File: src/rtl/ysyx_22040759_ifu_if.sv
// Fetch-side bundle: instruction memory port, execute redirect and decode handshake.
interface ysyx_22040759_ifu_if;
  logic        imem_req_valid;
  logic        imem_req_ready;
  logic [63:0] imem_req_addr;
  logic        imem_resp_valid;
  logic [31:0] imem_resp_data;
  logic        redirect_valid;
  logic [63:0] redirect_pc;
  logic        id_valid;
  logic        id_ready;
  logic [31:0] id_inst;
  logic [63:0] id_pc;

  modport master (
    output imem_req_valid, imem_req_addr, id_valid, id_inst, id_pc,
    input  imem_req_ready, imem_resp_valid, imem_resp_data, redirect_valid, redirect_pc, id_ready
  );

  modport slave (
    input  imem_req_valid, imem_req_addr, id_valid, id_inst, id_pc,
    output imem_req_ready, imem_resp_valid, imem_resp_data, redirect_valid, redirect_pc, id_ready
  );
endinterface

File: src/rtl/ysyx_22040759_ifu.sv
// Instruction fetch unit: credit-limited in-order fetch into a small registered FIFO,
// with redirect flush and dropping of stale in-flight responses.
module ysyx_22040759_ifu #(
  parameter logic [63:0] RESET_PC = 64'h8000_0000,
  parameter int          DEPTH    = 4
) (
  input logic                  clk,
  input logic                  rst,
  ysyx_22040759_ifu_if.master  bus
);

  localparam int            AW     = $clog2(DEPTH);
  localparam int            CW     = $clog2(DEPTH + 1);
  localparam logic [CW:0]   CREDIT = (CW + 1)'(DEPTH);

  logic [63:0]   fetch_pc_q, fetch_pc_d;
  logic [CW-1:0] inflight_q, inflight_d;
  logic [CW-1:0] drop_cnt_q, drop_cnt_d;
  logic [CW-1:0] count_q, count_d;
  logic [AW-1:0] head_q, head_d, tail_q, tail_d;
  logic [AW-1:0] pcq_head_q, pcq_head_d, pcq_tail_q, pcq_tail_d;
  logic [63:0]   fifo_pc_q   [DEPTH];
  logic [63:0]   fifo_pc_d   [DEPTH];
  logic [31:0]   fifo_inst_q [DEPTH];
  logic [31:0]   fifo_inst_d [DEPTH];
  logic [63:0]   pcq_q       [DEPTH];
  logic [63:0]   pcq_d       [DEPTH];

  logic req_fire;
  logic push;
  logic pop;

  // Credits cover both buffered and in-flight words, so the FIFO can never overflow.
  assign bus.imem_req_valid = !rst && !bus.redirect_valid &&
                              (({1'b0, inflight_q} + {1'b0, count_q}) < CREDIT);
  assign bus.imem_req_addr  = fetch_pc_q;
  assign req_fire           = bus.imem_req_valid && bus.imem_req_ready;

  assign bus.id_valid = (count_q != '0);
  assign bus.id_inst  = fifo_inst_q[head_q];
  assign bus.id_pc    = fifo_pc_q[head_q];

  always_comb begin
    fetch_pc_d  = fetch_pc_q;
    inflight_d  = inflight_q + CW'(req_fire) - CW'(bus.imem_resp_valid);
    drop_cnt_d  = drop_cnt_q;
    count_d     = count_q;
    head_d      = head_q;
    tail_d      = tail_q;
    pcq_head_d  = pcq_head_q;
    pcq_tail_d  = pcq_tail_q;
    fifo_pc_d   = fifo_pc_q;
    fifo_inst_d = fifo_inst_q;
    pcq_d       = pcq_q;
    push        = 1'b0;
    pop         = 1'b0;

    // The address queue pairs every response with its request, stale or not.
    if (req_fire) begin
      pcq_d[pcq_tail_q] = fetch_pc_q;
      pcq_tail_d        = pcq_tail_q + AW'(1);
    end
    if (bus.imem_resp_valid) begin
      pcq_head_d = pcq_head_q + AW'(1);
    end

    if (bus.redirect_valid) begin
      fetch_pc_d = bus.redirect_pc & ~64'd3;
      drop_cnt_d = inflight_q - CW'(bus.imem_resp_valid);
      count_d    = '0;
      head_d     = '0;
      tail_d     = '0;
    end else begin
      if (req_fire) begin
        fetch_pc_d = fetch_pc_q + 64'd4;
      end
      if (bus.imem_resp_valid) begin
        if (drop_cnt_q != '0) begin
          drop_cnt_d = drop_cnt_q - CW'(1);
        end else begin
          push = 1'b1;
        end
      end
      pop = bus.id_valid && bus.id_ready;
      if (push) begin
        fifo_pc_d[tail_q]   = pcq_q[pcq_head_q];
        fifo_inst_d[tail_q] = bus.imem_resp_data;
        tail_d              = tail_q + AW'(1);
      end
      if (pop) begin
        head_d = head_q + AW'(1);
      end
      count_d = count_q + CW'(push) - CW'(pop);
    end
  end

  always_ff @(posedge clk) begin
    if (rst) begin
      fetch_pc_q <= RESET_PC;
      inflight_q <= '0;
      drop_cnt_q <= '0;
      count_q    <= '0;
      head_q     <= '0;
      tail_q     <= '0;
      pcq_head_q <= '0;
      pcq_tail_q <= '0;
      for (int i = 0; i < DEPTH; i++) begin
        fifo_pc_q[i]   <= '0;
        fifo_inst_q[i] <= '0;
        pcq_q[i]       <= '0;
      end
    end else begin
      fetch_pc_q  <= fetch_pc_d;
      inflight_q  <= inflight_d;
      drop_cnt_q  <= drop_cnt_d;
      count_q     <= count_d;
      head_q      <= head_d;
      tail_q      <= tail_d;
      pcq_head_q  <= pcq_head_d;
      pcq_tail_q  <= pcq_tail_d;
      fifo_pc_q   <= fifo_pc_d;
      fifo_inst_q <= fifo_inst_d;
      pcq_q       <= pcq_d;
    end
  end

endmodule

File: src/flat_wrapper.sv
// flat-port wrapper written by rule: the top's interface ports become plain ports
module ysyx_22040759_ifu_flat 
#(
  parameter logic [63:0] RESET_PC = 64'h8000_0000,
  parameter int          DEPTH    = 4
)
  (clk, rst, bus_imem_req_valid, bus_imem_req_addr, bus_id_valid, bus_id_inst, bus_id_pc, bus_imem_req_ready, bus_imem_resp_valid, bus_imem_resp_data, bus_redirect_valid, bus_redirect_pc, bus_id_ready);
  ysyx_22040759_ifu_if bus_i ();
  input logic clk;
  input logic rst;
  output wire logic [$bits(bus_i.imem_req_valid)-1:0] bus_imem_req_valid;
  output wire logic [$bits(bus_i.imem_req_addr)-1:0] bus_imem_req_addr;
  output wire logic [$bits(bus_i.id_valid)-1:0] bus_id_valid;
  output wire logic [$bits(bus_i.id_inst)-1:0] bus_id_inst;
  output wire logic [$bits(bus_i.id_pc)-1:0] bus_id_pc;
  input wire logic [$bits(bus_i.imem_req_ready)-1:0] bus_imem_req_ready;
  input wire logic [$bits(bus_i.imem_resp_valid)-1:0] bus_imem_resp_valid;
  input wire logic [$bits(bus_i.imem_resp_data)-1:0] bus_imem_resp_data;
  input wire logic [$bits(bus_i.redirect_valid)-1:0] bus_redirect_valid;
  input wire logic [$bits(bus_i.redirect_pc)-1:0] bus_redirect_pc;
  input wire logic [$bits(bus_i.id_ready)-1:0] bus_id_ready;
  assign bus_imem_req_valid = bus_i.imem_req_valid;
  assign bus_imem_req_addr = bus_i.imem_req_addr;
  assign bus_id_valid = bus_i.id_valid;
  assign bus_id_inst = bus_i.id_inst;
  assign bus_id_pc = bus_i.id_pc;
  assign bus_i.imem_req_ready = bus_imem_req_ready;
  assign bus_i.imem_resp_valid = bus_imem_resp_valid;
  assign bus_i.imem_resp_data = bus_imem_resp_data;
  assign bus_i.redirect_valid = bus_redirect_valid;
  assign bus_i.redirect_pc = bus_redirect_pc;
  assign bus_i.id_ready = bus_id_ready;
  ysyx_22040759_ifu #(.RESET_PC(RESET_PC), .DEPTH(DEPTH)) u_core (.clk(clk), .rst(rst), .bus(bus_i));
endmodule
File: config.mk
export PLATFORM = sky130hd
export DESIGN_NAME = ysyx_22040759_ifu_flat
export DESIGN_NICKNAME = d
export VERILOG_FILES = /design/src/rtl/ysyx_22040759_ifu_if.sv /design/src/rtl/ysyx_22040759_ifu.sv /design/src/flat_wrapper.sv
export SDC_FILE = /design/constraint.sdc
export NUM_CORES = 2
export LEC_CHECK = 0
export ABC_AREA = 1
export CORE_UTILIZATION = 58
export CTS_CLUSTER_DIAMETER = 150
export CTS_CLUSTER_SIZE = 10
export DETAILED_ROUTE_END_ITERATION = 10
export GPL_ROUTABILITY_DRIVEN = 0
export GPL_TIMING_DRIVEN = 0
export PLACE_DENSITY = 0.84
export SLEW_MARGIN = 20
export SYNTH_ARGS = -nofsm -noshare
export SYNTH_HDL_FRONTEND = slang
export SYNTH_SLANG_ARGS = --single-unit
File: constraint.sdc
create_clock -name clk -period 2.75 [get_ports clk]
set_input_delay 0.55 -clock clk [delete_from_list [all_inputs] [get_ports clk]]
set_output_delay 0.55 -clock clk [all_outputs]
set_load 0.03 [all_outputs]
Word-level counts from Yosys, hierarchy flattened:

Cells that the tools add are included.

* $lt $le $gt $ge: 7
* reduce and logical (&&, ||, !) cells: 16
* add/sub/neg operators: 12
* bitwise operators: 5
* mux-type cells: 26

Operators with widths (number)
* 256-bit bitwise mux: 2
* 64-bit 2-to-1 mux: 8
* 64-bit binary-select mux with 2-bit select: 2
* 64-bit demux with 2-bit select: 2
* 128-bit bitwise mux: 1
* 32-bit 2-to-1 mux: 3
* 64-bit by 3-bit adder with 64-bit output, second input constant: 1
* 32-bit binary-select mux with 2-bit select: 1
* 32-bit demux with 2-bit select: 1
* 3-bit greater-or-equal comparator, second input constant: 4
* 2-bit inverter with 3-bit output: 4
* 3-bit 2-to-1 mux: 3
* 3-bit by 1-bit subtractor with 3-bit output: 3
* 2-bit by 1-bit adder with 2-bit output, second input constant: 4
* 3-bit by 1-bit adder with 3-bit output: 2
* 1-bit logical AND: 6
* 3-bit by 1-bit < comparator with 1-bit output, second input constant: 2
* 2-bit nonzero test: 3
* 3-bit nonzero test: 2
* 3-bit by 3-bit adder with 4-bit output: 1
* 4-bit by 3-bit < comparator with 1-bit output, second input constant: 1
* 2-bit AND reduction: 2
* 1-bit 2-to-1 mux: 3
* 3-bit by 1-bit subtractor with 3-bit output, second input constant: 1
* other kinds (3): 4

* register bits: 721
* logic and storage cells: 87
* bits of input ports: 102
* output and inout port bits: 162

Depth between registers and ports, before layout:

* depth in word-level cells: 6
* depth in mapped cells: 15
* mapped depth without buffers: 12

Least setup slack after synthesis:

OpenSTA, ideal clock, no wires.

* path type: input to register
* from: input rst
* to: register u_core.inflight_q[2]
* stages: 15
* setup time: 0.124 ns
* arrival time: 2.667 ns
* path slack: -0.041 ns
* cell sequence: buf_2 -> nor2_8 -> nand2_2 -> nor2_2 -> nand2_1 -> buf_6 -> inv_4 -> buf_6 -> buf_4 -> ha_1 -> inv_1 -> fa_1 -> xor2_1 -> o21ai_0 -> a21oi_1

* cells in the longest elaborated chain, start to end: 6

Ends and longest elaborated chain
* start: declaration: line flat_wrapper.sv:10 `input logic rst;`
* 1-bit zero test: line ysyx_22040759_ifu.sv:34 `assign bus.imem_req_valid = !rst && !bus.redirect_valid &&`
* 1-bit logical AND (2 in a row): line ysyx_22040759_ifu.sv:34
* via bus_imem_req_valid: line flat_wrapper.sv:11 `output wire logic [$bits(bus_i.imem_req_valid)-1:0] bus_imem_req_valid;`
* 1-bit logical AND: line ysyx_22040759_ifu.sv:37 `assign req_fire = bus.imem_req_valid && bus.imem_req_ready;`
* via u_core.req_fire: line ysyx_22040759_ifu.sv:29 `logic req_fire;`
* 3-bit by 1-bit adder with 3-bit output: line ysyx_22040759_ifu.sv:45 `inflight_d = inflight_q + CW'(req_fire) - CW'(bus.imem_resp_valid);`
* 3-bit by 1-bit subtractor with 3-bit output: line ysyx_22040759_ifu.sv:45
* end signal: assignment: line ysyx_22040759_ifu.sv:114 `inflight_q <= inflight_d;`
* end: declaration: line ysyx_22040759_ifu.sv:17 `logic [CW-1:0] inflight_q, inflight_d;`

The timed path passes the listed nets, and every way through them passes these cells.
A chain may end at the register's enable or synchronous reset.

Worst setup path in the final report:

* from: register u_core.head_q[1]
* to: output bus_id_pc[42]

* cells in the longest elaborated chain, start to end: 4

Ends and longest elaborated chain
* start: declaration: line ysyx_22040759_ifu.sv:20 `logic [AW-1:0] head_q, head_d, tail_q, tail_d;`
* start signal: assignment: line ysyx_22040759_ifu.sv:103 `head_q <= '0;`
* start signal: assignment: line ysyx_22040759_ifu.sv:117 `head_q <= head_d;`
* 2-bit inverter with 3-bit output (not written as such): line ysyx_22040759_ifu.sv:41 `assign bus.id_pc = fifo_pc_q[head_q];`
* 64-bit binary-select mux with 2-bit select: line ysyx_22040759_ifu.sv:41
* 64-bit 2-to-1 mux (not written as such) (2 in a row): line ysyx_22040759_ifu.sv:41
* end: declaration: line flat_wrapper.sv:15 `output wire logic [$bits(bus_i.id_pc)-1:0] bus_id_pc;`

No other way between the ends. The select of a mux whose other input is x is not followed.

==> metrics <==
Final Core Density=approximately 69%; hold_ws=0.3401 ns; Placed Instance Area=34970 sq um; Max Fclk=~0.36 GHz; cell accounting for the most synthesized area=sky130_fd_sc_hd__dfxtp_1; die footprint=55300 sq um; count of unresolved DRC violations after routing=4; required arrival time at the worst endpoint=around 2.2 ns; pwr dens=approximately 650 nW/um^2; most numerous cell types in the synthesized netlist=sky130_fd_sc_hd__nand2_1, sky130_fd_sc_hd__a21oi_1, sky130_fd_sc_hd__dfxtp_1; distinct cell type count after synthesis=35; count of mapped cells out of synthesis=4500; Worst Setup Path Type=flop to output port; vias=34890; total standard cell area after synthesis=approximately 32000 sq um; CTS Hold Buffers Added=0; initial antenna violation count=5; Post-synth EDFFs=0; cell with the most instances after synthesis=sky130_fd_sc_hd__nand2_1; site row count=85; Final Net Count=4962; syn avg cell area=approximately 7 sq um; worst reg2reg startpoint=u_core.pcq_head_q[0]; origin of the worst setup path=u_core.head_q[1]; total overflow reported by the global router=0; minimum setup slack among reg-to-reg paths=0 ns; status=finished, violations left; relative slew slack=16.66%; Clk Latency, worst-skew pair=between 0.6 and 0.7 ns; initial standard-cell utilization of the core=approximately three fifths; post-detailed-placement half-perimeter wirelength=between 80000 and 90000 um; Setup violations, final=9; max-cap check violation count=0; area fraction of the dominant cell type after synthesis=44.64%; final critical-path required period=2.785 ns; count of warnings emitted by yosys=0; crit path capture type=output port; CTS H-tree lvls=3; vias in the first global route=roughly 32000; asr flop ratio synth=0%; final wirelength=about 120000 um; routed length per instance=22.06 um; maximum fanout along the worst path=10; clock transition at the registers of the reported paths=~0.050 ns; capture instance of the worst register-to-register path=u_core.fifo_pc_q[63]; Top FF cell, synth=sky130_fd_sc_hd__dfxtp_1; violated checks=design-rule violations, negative setup slack; largest net degree at the start of global routing=20; startpoint types=flop; layout cells sized above 1=9.021%; total power of the final layout=around 24000 uW; DR iter-0 viols=approximately 5000; maximum buffer depth of the clock tree=3; Final Hold Vio Count=0; post-route clock period utilization=101.3%; number of primary I/O pins=about 260; TritonCTS clock tree=done; Initial DRT Pass Iterations=11; final critical-path setup slack=-0.03480 ns; chip width=roughly 240 um; Sink Count=around 700; Leakage Power=around 0.014 uW; quantity of I/O buffers inserted on ports=about 260; average via count per standard cell=about 6.3; Die H=235.2 um; worst min path class=input pin to flop; synthesis-stage register bit count=around 700; number of cells on the worst reg-to-reg path=8; Detail Route Antenna Nets=0; wire length of the first global-routing pass=between 150000 and 200000 um; VDD IR max=between 0.5 and 0.6 mV; unrepaired setup endpoints after global routing=true; transition time of the tightest slew-check pin=1.250 ns; maximum clock skew at final layout=0.02118 ns; crit path DAT=between 2 and 2.5 ns; placeable core region=approximately 54000 sq um; number of max-slew violations in the final report=0; worst setup path end=bus_id_pc[42]; global-route usage over all layers=a little over two fifths; top cells by area in the synthesized netlist=sky130_fd_sc_hd__dfxtp_1, sky130_fd_sc_hd__nand2_1, sky130_fd_sc_hd__a21oi_1; post-synthesis to final-layout area growth=17.44%; number of buffers added by the clock tree synthesis step=80; clock root cell=sky130_fd_sc_hd__clkbuf_16; Final Cell Area=~37000 sq um; sequential area share after synthesis=44.64%
-- power by group --
part | switching (uW) | internal, uW
sequential | 207 | 10500
combinational | 2800 | 1120
clock | 4200 | 5160
total | 7200 | 16700
-- per-stage QoR --
stage	TNS (ns)	instances	setup slack [ns]
detailed placement	-235.36	5454	-1.055
global route	-0.04860	5540	-0.02252
CTS	0	5539	0.0002547
finish	-0.1521	5541	-0.03480
floorplan	0	4503	0.07231
global placement	-237.05	5454	-0.9898
-- layer usage --
layer,routed length (um),global-route usage [%]
met3,17370,11.66
met4,10020,31.50
met1,42000,50.68
met5,24,0
met2,52840,65.66
-- how the worst min path moves through the flow --
stage / from / endpoint / slack (ns) / cells after the start
2_1_floorplan: u_core.pcq_q[100] / u_core.pcq_q[100] / 0.42 / 2
3_3_place_gp: u_core.pcq_q[100] / u_core.pcq_q[100] / 0.43 / 2
3_5_place_dp: u_core.pcq_q[123] / u_core.pcq_q[123] / 0.44 / 2
4_1_cts: rst / u_core.head_q[0] / 0.35 / 4
5_1_grt: bus_redirect_valid / u_core.drop_cnt_q[0] / 0.37 / 3
6_report: rst / u_core.head_q[1] / 0.34 / 4
-- kinds of logic after synthesis --
kind of cell             share of synthesized area (%)
XOR/XNOR                                        0.8056
buffers and inverters                            8.532
AO/OA/AOI/OAI                                    23.01
adder cells (fa/ha/maj)                         0.8810
other                                          0.01189
flip-flops                                       44.64
AND/OR/NAND/NOR                                  22.12
-- critical path, cell delays in order, from the launching register on --
cell and delay (ns):
sky130_fd_sc_hd__dfxtp_4 0.41, sky130_fd_sc_hd__clkinv_4 0.14, sky130_fd_sc_hd__buf_2 0.31, sky130_fd_sc_hd__o21ai_0 0.15
sky130_fd_sc_hd__o21ai_1 0.34, sky130_fd_sc_hd__buf_4 0.24
-- sequential cells by signal (all words and copies together), names as in the netlist --
register,count
u_core.fifo_inst_q,128
u_core.bus.imem_req_addr,62
u_core.count_q,3
u_core.pcq_head_q,2
u_core.pcq_q,248
u_core.drop_cnt_q,3
u_core.head_q,2
u_core.inflight_q,3
u_core.fifo_pc_q,248
u_core.tail_q,2
u_core.pcq_tail_q,2
-- cells in the final DEF, fill, tap and decap left out, types with 6 or more instances in the layout --
| cell type | count |
|---|---|
| sky130_fd_sc_hd__ha_1 | 19 |
| sky130_fd_sc_hd__buf_4 | 52 |
| sky130_fd_sc_hd__o21ai_1 | 6 |
| sky130_fd_sc_hd__clkdlybuf4s50_1 | 159 |
| sky130_fd_sc_hd__clkbuf_16 | 80 |
| sky130_fd_sc_hd__inv_1 | 207 |
| sky130_fd_sc_hd__xor2_1 | 19 |
| sky130_fd_sc_hd__xnor2_1 | 10 |
| sky130_fd_sc_hd__o21ai_0 | 510 |
| sky130_fd_sc_hd__dfxtp_1 | 699 |
| sky130_fd_sc_hd__nand4_1 | 19 |
| sky130_fd_sc_hd__clkbuf_4 | 20 |
| sky130_fd_sc_hd__clkbuf_1 | 192 |
| sky130_fd_sc_hd__a21oi_1 | 738 |
| sky130_fd_sc_hd__nor2_1 | 344 |
| sky130_fd_sc_hd__nand2_2 | 8 |
| sky130_fd_sc_hd__clkbuf_2 | 27 |
| sky130_fd_sc_hd__nand2_1 | 1032 |
| sky130_fd_sc_hd__buf_6 | 20 |
| sky130_fd_sc_hd__buf_2 | 172 |
| sky130_fd_sc_hd__buf_1 | 7 |
| sky130_fd_sc_hd__o22ai_1 | 82 |
| sky130_fd_sc_hd__a31oi_1 | 10 |
| sky130_fd_sc_hd__nor2_2 | 6 |
| sky130_fd_sc_hd__o22ai_2 | 18 |
| sky130_fd_sc_hd__nand3_1 | 309 |
| sky130_fd_sc_hd__a32oi_1 | 26 |
-- cell type report --
type | count | area [sq um]
clock inverter | 7 | 97.59
sequential | 703 | 14080
tap | 696 | 870.8
fill | 4539 | 16790
clock buffer | 80 | 2002
multi-input combinational | 3177 | 14900
buffer | 402 | 2072
antenna | 1 | 2.502
inverter | 218 | 829.5
timing repair buffer | 257 | 2165
-- what timing repair did --
action	in CTS	in global routing
resized for setup	543	138
buffers inserted	1	1
pin swaps	1	8
setup endpoints to repair	106	125
No activity file was read; power rests on OpenSTA's default activity.
